**src/rtl/tile_scroll_gen.sv**
```systemverilog
// Two-axis scrolling tile pattern generator: fixed-point per-axis scroll accumulators,
// frame-shadowed tile mode, programmable colours, one-clock registered pixel output.
module tile_scroll_gen #(
  parameter int unsigned TILE_LOG2 = 5,
  parameter int unsigned FRAC_BITS = 4,
  parameter int unsigned STEP_W    = 12,
  parameter int unsigned COLOR_W   = 6
) (
  input  logic               clk,
  input  logic               rst,
  input  logic               pattern_enable,
  input  logic [9:0]         x,
  input  logic [9:0]         y,
  input  logic               active,
  input  logic               next_frame,
  input  logic [STEP_W-1:0]  step_x,
  input  logic [STEP_W-1:0]  step_y,
  input  logic               dir_x,
  input  logic               dir_y,
  input  logic [1:0]         mode,
  input  logic [COLOR_W-1:0] color_a,
  input  logic [COLOR_W-1:0] color_b,
  output logic [COLOR_W-1:0] rgb,
  output logic [9:0]         off_x,
  output logic [9:0]         off_y
);

  localparam int unsigned COORD_W = 10;
  localparam int unsigned ACC_W   = COORD_W + FRAC_BITS;

  localparam logic [1:0] MODE_CHECKER = 2'd0;
  localparam logic [1:0] MODE_VSTRIPE = 2'd1;
  localparam logic [1:0] MODE_HSTRIPE = 2'd2;

  logic [ACC_W-1:0]   acc_x_q, acc_x_d;
  logic [ACC_W-1:0]   acc_y_q, acc_y_d;
  logic [1:0]         mode_q, mode_d;
  logic [COLOR_W-1:0] rgb_q, rgb_d;

  logic               frame_adv;
  logic [COORD_W-1:0] sx, sy, sxy;
  logic               tile;

  assign frame_adv = pattern_enable & next_frame;

  // Scroll accumulators and mode shadow advance only on an enabled frame boundary.
  always_comb begin
    acc_x_d = acc_x_q;
    acc_y_d = acc_y_q;
    mode_d  = mode_q;
    if (frame_adv) begin
      acc_x_d = dir_x ? (acc_x_q - ACC_W'(step_x)) : (acc_x_q + ACC_W'(step_x));
      acc_y_d = dir_y ? (acc_y_q - ACC_W'(step_y)) : (acc_y_q + ACC_W'(step_y));
      mode_d  = mode;
    end
  end

  assign off_x = acc_x_q[ACC_W-1:FRAC_BITS];
  assign off_y = acc_y_q[ACC_W-1:FRAC_BITS];

  // Scrolled coordinates wrap modulo the 10-bit screen space.
  always_comb begin
    sx  = x + off_x;
    sy  = y + off_y;
    sxy = sx + sy;
    case (mode_q)
      MODE_CHECKER: tile = sx[TILE_LOG2] ^ sy[TILE_LOG2];
      MODE_VSTRIPE: tile = sx[TILE_LOG2];
      MODE_HSTRIPE: tile = sy[TILE_LOG2];
      default:      tile = sxy[TILE_LOG2];
    endcase
    rgb_d = '0;
    if (active) begin
      rgb_d = tile ? color_a : color_b;
    end
  end

  always_ff @(posedge clk or posedge rst) begin
    if (rst) begin
      acc_x_q <= '0;
      acc_y_q <= '0;
      mode_q  <= MODE_CHECKER;
      rgb_q   <= '0;
    end else begin
      acc_x_q <= acc_x_d;
      acc_y_q <= acc_y_d;
      mode_q  <= mode_d;
      rgb_q   <= rgb_d;
    end
  end

  assign rgb = rgb_q;

endmodule

```
**config.mk**
```make
export PLATFORM = sky130hd
export DESIGN_NAME = tile_scroll_gen
export DESIGN_NICKNAME = d
export VERILOG_FILES = /design/src/rtl/tile_scroll_gen.sv
export SDC_FILE = /design/constraint.sdc
export NUM_CORES = 1
export LEC_CHECK = 0
export ABC_AREA = 1
export BUFFER_PORTS_ARGS = -buffer_cell sky130_fd_sc_hd__buf_2
export CORE_MARGIN = 2
export CORE_UTILIZATION = 44
export DETAILED_ROUTE_END_ITERATION = 10
export PLACE_DENSITY = 0.7
export SLEW_MARGIN = 5
export SYNTH_ARGS = -nofsm -noshare
export SYNTH_HDL_FRONTEND = slang
export SYNTH_SLANG_ARGS = --single-unit
```
**constraint.sdc**
```tcl
create_clock -name clk -period 6.3 [get_ports clk]
set_input_delay 0.945 -clock clk [delete_from_list [all_inputs] [get_ports clk]]
set_output_delay 0.945 -clock clk [all_outputs]
set_load 0.02 [all_outputs]
```
==> impl_results.md <==
* Setup TNS at 0 ns
* Syn avg cell area at 6.75 um^2
* Skew-Pair Late Insertion Delay at 0.29 ns
* Hold path startpoint: acc_x_q[0]
* CTS buffer count at 5
* Main flop type after synthesis: dfrtp_1
* Clock tree sinks at 36
* Worst vdd ir at 0.137 mV
* Seq/Total Area, Yosys at 22.7%
* Initial antenna violation count at 0
* First-pass GRT wire length at 15,100 um
* Yosys top cell by area: dfrtp_1
* Crit path from: step_x[0]
* Synth top area share at 22.7%
* Cell Int Power at 951 uW
* Crit path DAT at 3.52 ns
* Die Area at 9780 um^2
* Post-synthesis adder-cell area fraction at 15.3%
* Chip Width at 98.9 um
* Logic gate share of total power at 69.5%
* Fin crit share at 53.0%
* Fmax at 299 MHz
* CP Launch Type: primary input
* RSZ-0062 raised after global routing: no
* Maxcap violations at 0
* Starting density of the core at 45.4%
* Synth Instances at 587
* Yosys cell types at 28
* Clock Power Share at 9.0%
* Setup Skew at 0.00374 ns
* Synth area leaders: dfrtp_1, nand2_1, ha_1
* Number of synthesized flops with an enable pin at 0
* Worst-path clk slew at 0.08 ns
* Post-synthesis compound-gate area fraction at 12.2%
* Pwr Density at 450 nW/um^2
* Syn_nets at 698
* Post-DP HPWL at 7200 um
* Drc violations at 0
* Crit path max fanout at 4
* Largest net degree at the start of global routing at 37
* Largest family of logic cells by synthesized area: simple AND/OR/NAND/NOR gates
* CTS tree: built
* Slew Limit Fails at 0
* Sequential cell area at 901 um^2
* Hold buffers post-CTS at 0
* XOR/XNOR Fraction of Synth Area at 7.96%
* Final hold vios at 0
* Area of the multi-input gates at 2540 um^2
* Global-route congestion overflow total at 0
* Largest delay contributor family on the critical path: simple AND/OR/NAND/NOR gates
* IO Port Bufs at 82
* Iteration-0 DRC Markers at 131
* Commonest non-fill, non-tap cell in the layout: nand2_1
* CP peak stage delay at 0.32 ns
* Tmin final at 3.34 ns
* Antenna Nets Post-Route at 0
* Bufs and invs on worst path at 3
* CTS root buf: clkbuf_8
* GP Congestion at 0.905
* TritonRoute pass-1 iters at 4
* Sw power at 1.03 mW
* Reg power frac at 21.6%
* Layout cell share with drive strength beyond 1 at 15.9%
* Worst path cell trace: buf_2 -> nor2_1 -> nand3_1 -> nor3_1 -> nand2_1 -> o21ai_0 -> xnor2_1 -> inv_1 -> ha_1 -> inv_1 -> nor3_1 -> nand3_1 -> or2_2 -> nand3_1 -> nand3_1 -> nand2_1 -> nand2_1
* Wire length per cell at 11.9 um
* FF-to-FF Start: acc_x_q[4]
* Mux cell area share after synthesis at 0%
* Post-CTS Resized at 0
* Cell area after synthesis at 3960 um^2
* Yosys reg bits at 36
* Site Rows at 34
* Yosys Warn Count at 0
* Most frequent CP cell: nand3_1
* Total routed wirelength at 8970 um
* Total track usage at 18.4%
* Core box area at 8720 um^2
* Net Sw Frac at 52.0%
* Post-CTS Setup Repair Bufs at 0
* Worst Setup End Kind: flop
* Diode count at 0
* Simple-gate share of the synthesized area at 28.6%
* # setup viols final at 0
* Number of global-route vias before repair at 3,565
* Setup CP Type: primary input to flop
* FFs w/ async S/R, synth at 100%
* Status: finished clean
* Slowest CP cell: or2_2
* Most frequent cells in the layout: nand2_1, inv_1, buf_2
* Clock Path Buffers at 2
* Routed vias/inst at 5.13
* Synthesis-to-layout area growth at 11.2%
* Die Y at 98.9 um
* NumNets Final at 758
* LEAKAGE at 2.50 nW
* Critical Path RT at 6.48 ns
* Worst Tran Pin Value at 0.931 ns
* Depth of the CTS H-tree at 2
* I/O pin cnt at 91
* HP Class: flop to flop
* Fillers at 875
* Vias at 3,877
* WHS at 0.494 ns
* Max-slew headroom at 37.8%
==> path summary, 6_finish.rpt <==
path                               end  slack [ns]  depth (start not counted)
setup / recovery           acc_x_q[13]        2.96                         17
hold / removal              acc_x_q[0]        0.49                          2
setup reg to reg                rgb[4]        3.53                         14
hold reg to reg             acc_x_q[0]        0.49                          2
max in group asynchronous    mode_q[1]        5.18                          3
min in group asynchronous  acc_y_q[13]        0.76                          3
==> logic make-up (layout without fill, tap and decap cells) <==
logic type | Yosys count | in the layout
compound gates | 89 | 89
fa+ha+maj | 46 | 46
xor+xnor | 36 | 36
simple gates | 265 | 265
flops | 36 | 36
buf+inv | 115 | 176
==> power groups by stage <==
| stage | sequential [mW] | clock, mW | combinational, mW |
|---|---|---|---|
| final | 0.427 | 0.178 | 1.38 |
| after global routing | 0.440 | 0.192 | 1.57 |
| after CTS | 0.429 | 0.183 | 1.38 |
| after detailed placement | 0.433 | 0 | 1.36 |
| after global placement | 0.431 | 0 | 1.33 |
| after floorplan | 0.421 | 0 | 1.16 |
==> final cells by class <==
class	count	area share, %
multi-input combinational	436	57.6
tap	108	3.07
inverter	85	7.24
clock inverter	2	0.227
clock buffer	6	1.88
sequential	36	20.5
timing repair buffer	83	9.49
==> synthesized netlist by cell type (2+ instances only) <==
master,count
nand2_1,144
inv_1,85
nor2_1,48
ha_1,42
nand3_1,37
dfrtp_1,36
a21oi_1,34
o21ai_0,33
xor2_1,23
buf_4,20
nand4_1,16
xnor2_1,13
a31oi_1,11
clkbuf_1,8
nor3_1,8
fa_1,4
nand2_2,4
o21bai_1,4
or2_2,4
nand3_2,3
a21o_1,2
buf_6,2
==> metal layers <==
metal | GRT usage [%] | share of wire, %
met5 | 0 | 0
met4 | 5.37 | 1.4
met3 | 3.12 | 3.5
met2 | 32.9 | 48
met1 | 22.7 | 47
==> sequential cells by signal, summed over array words and instances, names as in the netlist <==
| signal | cells |
|---|---|
| acc_x_q | 14 |
| rgb | 6 |
| mode_q | 2 |
| acc_y_q | 14 |
==> tightest hold or removal path, stage by stage, from the launching register on <==
cell and delay, ns:
dfrtp_1 0.35, nand2_1 0.05, o21ai_0 0.06
==> stage by stage <==
step                cell area [um^2]  cells  power, mW  util, %  setup WS [ns]
floorplan                       3960    587       1.58        -           3.18
global placement                4310    748       1.76     49.4           2.79
detailed placement              4310    748       1.79     49.4           2.69
CTS                             4400    756       1.99     50.5           3.02
global route                    4400    756       2.20     50.5           2.64
finish                          4400    756       1.98     50.5           2.96
Power figures use the tool's default switching activity.
